**src/rtl/swd_target_phy.sv**
```systemverilog
// SWD target PHY: oversamples the host SWDCLK/SWDIO in the PHY_CLK domain, decodes requests,
// drives ACK and read data, and captures write data with a parity check.
module swd_target_phy #(
    parameter int SYNC_STAGES = 2,
    parameter int RST_ONES    = 50,
    parameter int TRN         = 1
) (
    input  logic        PHY_CLK,
    input  logic        RESETn,
    input  logic        ENABLE,
    input  logic        SWDCLK,
    input  logic        SWDIN,
    output logic        SWDOUT,
    output logic        SWDOE,
    output logic        REQ_VALID,
    output logic        REQ_APNDP,
    output logic        REQ_RNW,
    output logic [1:0]  REQ_ADDR,
    input  logic [2:0]  ACK_IN,
    input  logic [31:0] RDATA,
    output logic [31:0] WDATA,
    output logic        WDATA_VALID,
    output logic        WDATA_PERR,
    output logic        LINE_RESET,
    output logic        PROTO_ERR
);
    localparam int OW = $clog2(RST_ONES + 1);

    typedef enum logic [2:0] {
        S_LOCKOUT, S_IDLE, S_REQ, S_TRN1, S_ACK, S_RDATA, S_TRN2, S_WDATA
    } state_t;

    logic active;
    assign active = RESETn & ENABLE;

    logic [SYNC_STAGES-1:0] clk_sync_reg, din_sync_reg;
    logic                   clk_prev_reg;
    logic                   clk_s, din_s, rise;

    always_ff @(posedge PHY_CLK) begin
        if (!active) begin
            clk_sync_reg <= '0;
            din_sync_reg <= '0;
            clk_prev_reg <= 1'b0;
        end else begin
            clk_sync_reg <= {clk_sync_reg[SYNC_STAGES-2:0], SWDCLK};
            din_sync_reg <= {din_sync_reg[SYNC_STAGES-2:0], SWDIN};
            clk_prev_reg <= clk_s;
        end
    end

    assign clk_s = clk_sync_reg[SYNC_STAGES-1];
    assign din_s = din_sync_reg[SYNC_STAGES-1];
    assign rise  = clk_s & ~clk_prev_reg;

    state_t      state_reg, state_next;
    logic [5:0]  bit_cnt_reg, bit_cnt_next;
    logic [OW-1:0] ones_reg, ones_next;
    logic [6:0]  req_sh_reg, req_sh_next, req_word;
    logic [2:0]  ack_reg, ack_next;
    logic [31:0] rdata_sh_reg, rdata_sh_next;
    logic        rpar_reg, rpar_next;
    logic [31:0] wdata_sh_reg, wdata_sh_next;
    logic        wr_after_reg, wr_after_next;
    logic        swdout_reg, swdout_next, swdoe_reg, swdoe_next;
    logic        req_valid_reg, req_valid_next, req_apndp_reg, req_apndp_next;
    logic        req_rnw_reg, req_rnw_next;
    logic [1:0]  req_addr_reg, req_addr_next;
    logic [31:0] wdata_reg, wdata_next;
    logic        wdata_valid_reg, wdata_valid_next, wdata_perr_reg, wdata_perr_next;
    logic        line_reset_reg, line_reset_next, proto_err_reg, proto_err_next;

    // Request bits shift in LSB first: [0]=APnDP [1]=RnW [2]=A2 [3]=A3 [4]=parity [5]=stop [6]=park
    assign req_word = {din_s, req_sh_reg[6:1]};

    always_ff @(posedge PHY_CLK) begin
        if (!active) begin
            state_reg       <= S_LOCKOUT;
            bit_cnt_reg     <= '0;
            ones_reg        <= '0;
            req_sh_reg      <= '0;
            ack_reg         <= '0;
            rdata_sh_reg    <= '0;
            rpar_reg        <= 1'b0;
            wdata_sh_reg    <= '0;
            wr_after_reg    <= 1'b0;
            swdout_reg      <= 1'b0;
            swdoe_reg       <= 1'b0;
            req_valid_reg   <= 1'b0;
            req_apndp_reg   <= 1'b0;
            req_rnw_reg     <= 1'b0;
            req_addr_reg    <= '0;
            wdata_reg       <= '0;
            wdata_valid_reg <= 1'b0;
            wdata_perr_reg  <= 1'b0;
            line_reset_reg  <= 1'b0;
            proto_err_reg   <= 1'b0;
        end else begin
            state_reg       <= state_next;
            bit_cnt_reg     <= bit_cnt_next;
            ones_reg        <= ones_next;
            req_sh_reg      <= req_sh_next;
            ack_reg         <= ack_next;
            rdata_sh_reg    <= rdata_sh_next;
            rpar_reg        <= rpar_next;
            wdata_sh_reg    <= wdata_sh_next;
            wr_after_reg    <= wr_after_next;
            swdout_reg      <= swdout_next;
            swdoe_reg       <= swdoe_next;
            req_valid_reg   <= req_valid_next;
            req_apndp_reg   <= req_apndp_next;
            req_rnw_reg     <= req_rnw_next;
            req_addr_reg    <= req_addr_next;
            wdata_reg       <= wdata_next;
            wdata_valid_reg <= wdata_valid_next;
            wdata_perr_reg  <= wdata_perr_next;
            line_reset_reg  <= line_reset_next;
            proto_err_reg   <= proto_err_next;
        end
    end

    always_comb begin
        state_next       = state_reg;
        bit_cnt_next     = bit_cnt_reg;
        ones_next        = ones_reg;
        req_sh_next      = req_sh_reg;
        ack_next         = ack_reg;
        rdata_sh_next    = rdata_sh_reg;
        rpar_next        = rpar_reg;
        wdata_sh_next    = wdata_sh_reg;
        wr_after_next    = wr_after_reg;
        swdout_next      = swdout_reg;
        swdoe_next       = swdoe_reg;
        req_valid_next   = 1'b0;
        req_apndp_next   = req_apndp_reg;
        req_rnw_next     = req_rnw_reg;
        req_addr_next    = req_addr_reg;
        wdata_next       = wdata_reg;
        wdata_valid_next = 1'b0;
        wdata_perr_next  = wdata_perr_reg;
        line_reset_next  = 1'b0;
        proto_err_next   = 1'b0;

        if (rise) begin
            // Only host-driven bits count towards a line reset
            if (!swdoe_reg) begin
                if (!din_s)
                    ones_next = '0;
                else if (ones_reg < OW'(RST_ONES))
                    ones_next = ones_reg + 1'b1;
            end

            case (state_reg)
                S_LOCKOUT: begin
                    if (!din_s && ones_reg >= OW'(RST_ONES))
                        state_next = S_IDLE;
                end
                S_IDLE: begin
                    if (din_s) begin
                        state_next   = S_REQ;
                        bit_cnt_next = 6'd1;
                    end
                end
                S_REQ: begin
                    req_sh_next  = req_word;
                    bit_cnt_next = bit_cnt_reg + 6'd1;
                    if (bit_cnt_reg == 6'd7) begin
                        bit_cnt_next = '0;
                        if (req_word[4] == ^req_word[3:0] && !req_word[5] && req_word[6]) begin
                            req_valid_next = 1'b1;
                            req_apndp_next = req_word[0];
                            req_rnw_next   = req_word[1];
                            req_addr_next  = {req_word[3], req_word[2]};
                            state_next     = S_TRN1;
                        end else begin
                            proto_err_next = 1'b1;
                            state_next     = S_LOCKOUT;
                        end
                    end
                end
                S_TRN1: begin
                    if (bit_cnt_reg == 6'(TRN - 1)) begin
                        ack_next      = ACK_IN;
                        rdata_sh_next = RDATA;
                        rpar_next     = ^RDATA;
                        swdout_next   = ACK_IN[0];
                        swdoe_next    = 1'b1;
                        bit_cnt_next  = '0;
                        state_next    = S_ACK;
                    end else begin
                        bit_cnt_next = bit_cnt_reg + 6'd1;
                    end
                end
                S_ACK: begin
                    if (bit_cnt_reg == 6'd0) begin
                        swdout_next  = ack_reg[1];
                        bit_cnt_next = 6'd1;
                    end else begin
                        swdout_next  = ack_reg[2];
                        bit_cnt_next = '0;
                        if (ack_reg == 3'b001 && req_rnw_reg) begin
                            state_next = S_RDATA;
                        end else begin
                            wr_after_next = (ack_reg == 3'b001);
                            state_next    = S_TRN2;
                        end
                    end
                end
                S_RDATA: begin
                    if (bit_cnt_reg == 6'd32) begin
                        swdout_next   = rpar_reg;
                        wr_after_next = 1'b0;
                        bit_cnt_next  = '0;
                        state_next    = S_TRN2;
                    end else begin
                        swdout_next   = rdata_sh_reg[0];
                        rdata_sh_next = {1'b0, rdata_sh_reg[31:1]};
                        bit_cnt_next  = bit_cnt_reg + 6'd1;
                    end
                end
                S_TRN2: begin
                    swdoe_next  = 1'b0;
                    swdout_next = 1'b0;
                    if (bit_cnt_reg == 6'(TRN - 1)) begin
                        bit_cnt_next = '0;
                        state_next   = wr_after_reg ? S_WDATA : S_IDLE;
                    end else begin
                        bit_cnt_next = bit_cnt_reg + 6'd1;
                    end
                end
                S_WDATA: begin
                    if (bit_cnt_reg == 6'd32) begin
                        wdata_next       = wdata_sh_reg;
                        wdata_perr_next  = (^wdata_sh_reg) ^ din_s;
                        wdata_valid_next = 1'b1;
                        bit_cnt_next     = '0;
                        state_next       = S_IDLE;
                    end else begin
                        wdata_sh_next = {din_s, wdata_sh_reg[31:1]};
                        bit_cnt_next  = bit_cnt_reg + 6'd1;
                    end
                end
                default: state_next = S_LOCKOUT;
            endcase

            // Line reset wins over whatever the state machine decided this rise
            if (!swdoe_reg && din_s && ones_reg == OW'(RST_ONES - 1)) begin
                line_reset_next = 1'b1;
                state_next      = S_LOCKOUT;
                swdoe_next      = 1'b0;
                swdout_next     = 1'b0;
                bit_cnt_next    = '0;
            end
        end
    end

    assign SWDOUT      = swdout_reg;
    assign SWDOE       = swdoe_reg;
    assign REQ_VALID   = req_valid_reg;
    assign REQ_APNDP   = req_apndp_reg;
    assign REQ_RNW     = req_rnw_reg;
    assign REQ_ADDR    = req_addr_reg;
    assign WDATA       = wdata_reg;
    assign WDATA_VALID = wdata_valid_reg;
    assign WDATA_PERR  = wdata_perr_reg;
    assign LINE_RESET  = line_reset_reg;
    assign PROTO_ERR   = proto_err_reg;
endmodule

```
**config.mk**
```make
export PLATFORM = sky130hd
export DESIGN_NAME = swd_target_phy
export DESIGN_NICKNAME = d
export VERILOG_FILES = /design/src/rtl/swd_target_phy.sv
export SDC_FILE = /design/constraint.sdc
export NUM_CORES = 1
export LEC_CHECK = 0
export BUFFER_PORTS_ARGS = -buffer_cell sky130_fd_sc_hd__buf_4
export CAP_MARGIN = 15
export CORE_MARGIN = 2
export CORE_UTILIZATION = 54
export CTS_BUF_LIST = sky130_fd_sc_hd__clkbuf_2 sky130_fd_sc_hd__clkbuf_4 sky130_fd_sc_hd__clkbuf_8
export DETAILED_ROUTE_END_ITERATION = 6
export GPL_ROUTABILITY_DRIVEN = 1
export PLACE_DENSITY = 0.77
export SYNTH_ARGS = -nofsm -noshare
export SYNTH_HDL_FRONTEND = slang
export SYNTH_SLANG_ARGS = --single-unit
export TNS_END_PERCENT = 20
```
**constraint.sdc**
```tcl
create_clock -name PHY_CLK -period 5.02 [get_ports PHY_CLK]
set_clock_uncertainty 0.05 [all_clocks]
set_input_delay 0.502 -clock PHY_CLK [delete_from_list [all_inputs] [get_ports PHY_CLK]]
set_output_delay 0.502 -clock PHY_CLK [all_outputs]
set_load 0.02 [all_outputs]
```
==> summary.txt <==
Timing
  • Final period util: 0.691
  • Final Critical Period: 3470 ps
  • RSZ-0062 raised after global routing: false
  • Setup TNS: 0 ps
  • Fmax achieved: 288 MHz
  • Slew HR: 0.271
  • Final hold vios: 0
  • Setup violations, final: 0
  • Final Max Slew Viols: 0
  • Worst Max-Slew Pin Slew: 1090 ps

Global route
  • Vias in the first global route: 5,052
  • Largest net degree at the start of global routing: 86
  • Global-route wire length before repair: 23.1 mm
  • Total grt overflow: 0
  • GR Util All Layers: 0.219
  • Initial antenna violation count: 0

Finish
  • Fin nets: 815
  • Number of diodes: 0
  • Syn-to-layout area delta: 16.2%
  • Share of cells above drive strength 1: 0.208
  • Util after Layout: 0.642

Logic synthesis
  • Post-synth EDFFs: 0
  • Total of warnings raised by yosys: 0
  • Syn Inst Count: 715
  • Area leader, netlist: dfxtp_1
  • Commonest cells post-synth: dfxtp_1, nor2_1, mux2i_1, nand2_1, xnor2_1
  • Main flop type after synthesis: dfxtp_1
  • #FFs+latches synth: 138
  • Post-synth top area share: 0.418
  • Distinct cells, synth: 52
  • Most frequent cell after synthesis: dfxtp_1
  • Mean Syn Cell Area: 9.24 um^2
  • Post-synthesis cell area: 0.00661 mm^2
  • Async set or reset register ratio after synthesis: 0
  • Area contributors post-synth: dfxtp_1, mux2i_1, nor2_1
  • Seq/Total Area, Yosys: 0.418
  • Syn nets: 760

Place
  • Post-DP HPWL: 9.49 mm
  • # port buffers: 82
  • GP Congestion: 0.828

Worst setup path
  • Setup Crit Path Kind: flip-flop to flip-flop
  • Crit start category: flip-flop
  • CP max stage delay: 880 ps
  • Worst EP required: 5320 ps
  • Critical path arrival: 3770 ps
  • Worst-path fanout max: 54
  • CP Capture Type: flip-flop
  • CP most frequent cell: buf_4
  • Crit path cell chain: buf_4 > nand2_1 > nor4_4 > a21o_2 > buf_4 > nor2_1 > a311oi_2
  • Slowest CP cell: a21o_2

Detailed routing
  • Drt total wl: 14.0 mm
  • ANT nets after route: 0
  • Routed len/inst: 15.1 um
  • Vias: 5,236
  • # DRC: 0
  • 1st-iter DRT viols: 333
  • Routed vias/inst: 5.63
  • Total iterations of the first detailed-routing run: 5

CTS
  • Root Buffer: clkbuf_8
  • CTS tree: yes
  • Worst-Skew Late Latency: 460 ps
  • Num Clock Sinks: 138
  • Max Root-Sink Buffers: 2
  • Cts hold-fix bufs: 0
  • Clock transition at the registers of the reported paths: 80 ps
  • CTS buffer count: 17
  • Htree depth: 4
  • # resized after CTS: 0
  • Post-CTS Repair Setup Buffers: 0

Floorplanning
  • Initial Util: 0.552
  • Die Width: 115 um
  • Die Ht: 115 um
  • Die Area: 0.0131 mm^2
  • I/O pin cnt: 83
  • # rows: 40
  • Core Footprint: 0.0120 mm^2

Hold path
  • Tightest Hold Check Type: input port to flip-flop

Flow run
  • Maximum capacitance violations: 0

Power
  • Worst ir drop on vdd: 0.000180 V
  • Power Total: 0.00223 W
  • Power density over the cells: 290 mW/mm^2
  • Leak: 2.95 nW

Run status
  • Outcome: finished, final reports clean
critical path: cells and delay by family (launching register included):
kind	cells	cell delay, ps
and+or+nand+nor	3	1050
DFF	1	310
AOI/OAI and AO/OA	2	1140
buffers and inverters	2	800
where the power goes:
group,leakage (nW),switching [W],internal (W)
clock network,0.223,0.000422,0.000572
registers,1.11,0.000000861,0.00109
logic,1.62,0.0000739,0.0000659
total,2.95,0.000496,0.00173
metrics by stage:
| stage | worst slack, ps | hold slack [ps] | cells | cell area [um^2] |
|---|---|---|---|---|
| after floorplan | 2820 | 382 | 715 | 6610 |
| after global placement | 1850 | 396 | 898 | 7230 |
| after detailed placement | 1620 | 400 | 898 | 7230 |
| after CTS | 1600 | 220 | 930 | 7670 |
| after global routing | 1270 | 223 | 930 | 7670 |
| final | 1550 | 237 | 930 | 7670 |
cells in the final DEF, fill, tap and decap left out, types with 3 or more instances in the layout:
cell / synthesis / layout
bufinv_16: 0 / 3
nand3_1: 44 / 44
o21ai_0: 15 / 15
nand4_1: 5 / 5
and3_1: 8 / 8
xnor2_1: 51 / 51
a21oi_1: 17 / 17
a311oi_2: 29 / 29
ha_1: 5 / 5
nor3_1: 3 / 3
mux2i_1: 75 / 75
a211oi_1: 8 / 8
inv_1: 6 / 6
nand2_1: 59 / 58
o211ai_1: 4 / 4
clkbuf_8: 0 / 22
nand4b_1: 3 / 3
xnor3_1: 3 / 3
nor2_1: 129 / 129
buf_4: 4 / 88
nor2b_1: 4 / 3
dfxtp_1: 138 / 138
nand2b_1: 3 / 3
a31oi_1: 4 / 4
xor2_1: 16 / 16
cells by family after synthesis:
| group | synth area share |
|---|---|
| adders and majority gates | 0.00947 |
| and+or+nand+nor | 0.191 |
| DFF | 0.418 |
| buffers and inverters | 0.0402 |
| xor gates and xnor gates | 0.0991 |
| muxes | 0.115 |
| AOI/OAI and AO/OA | 0.127 |
per-layer routing:
layer,vias to the layer above,part of all wire,track usage
li1,2584,-,-
met1,2508,0.45,0.280
met2,120,0.49,0.357
met3,24,0.045,0.0572
met4,0,0.018,0.0797
met5,-,0,0
cell type report:
type / instances / area [um^2]
multi-input combinational: 519 / 3600
tap: 147 / 184
timing repair buffer: 88 / 661
inverter: 6 / 22.5
clock inverter: 8 / 131
clock buffer: 24 / 318
fill: 969 / 4290
sequential: 138 / 2760
worst paths after layout:
kind                                  startpoint                to  slack, ps  depth (start not counted)
worst max-delay path                state_reg[0]  rdata_sh_reg[14]       1550                          7
worst min-delay path                   ACK_IN[1]        ack_reg[1]        240                          3
worst max register to register      state_reg[0]  rdata_sh_reg[14]       1550                          7
worst min register to register  rdata_sh_reg[31]  rdata_sh_reg[31]        410                          2
Power figures use the tool's default switching activity.
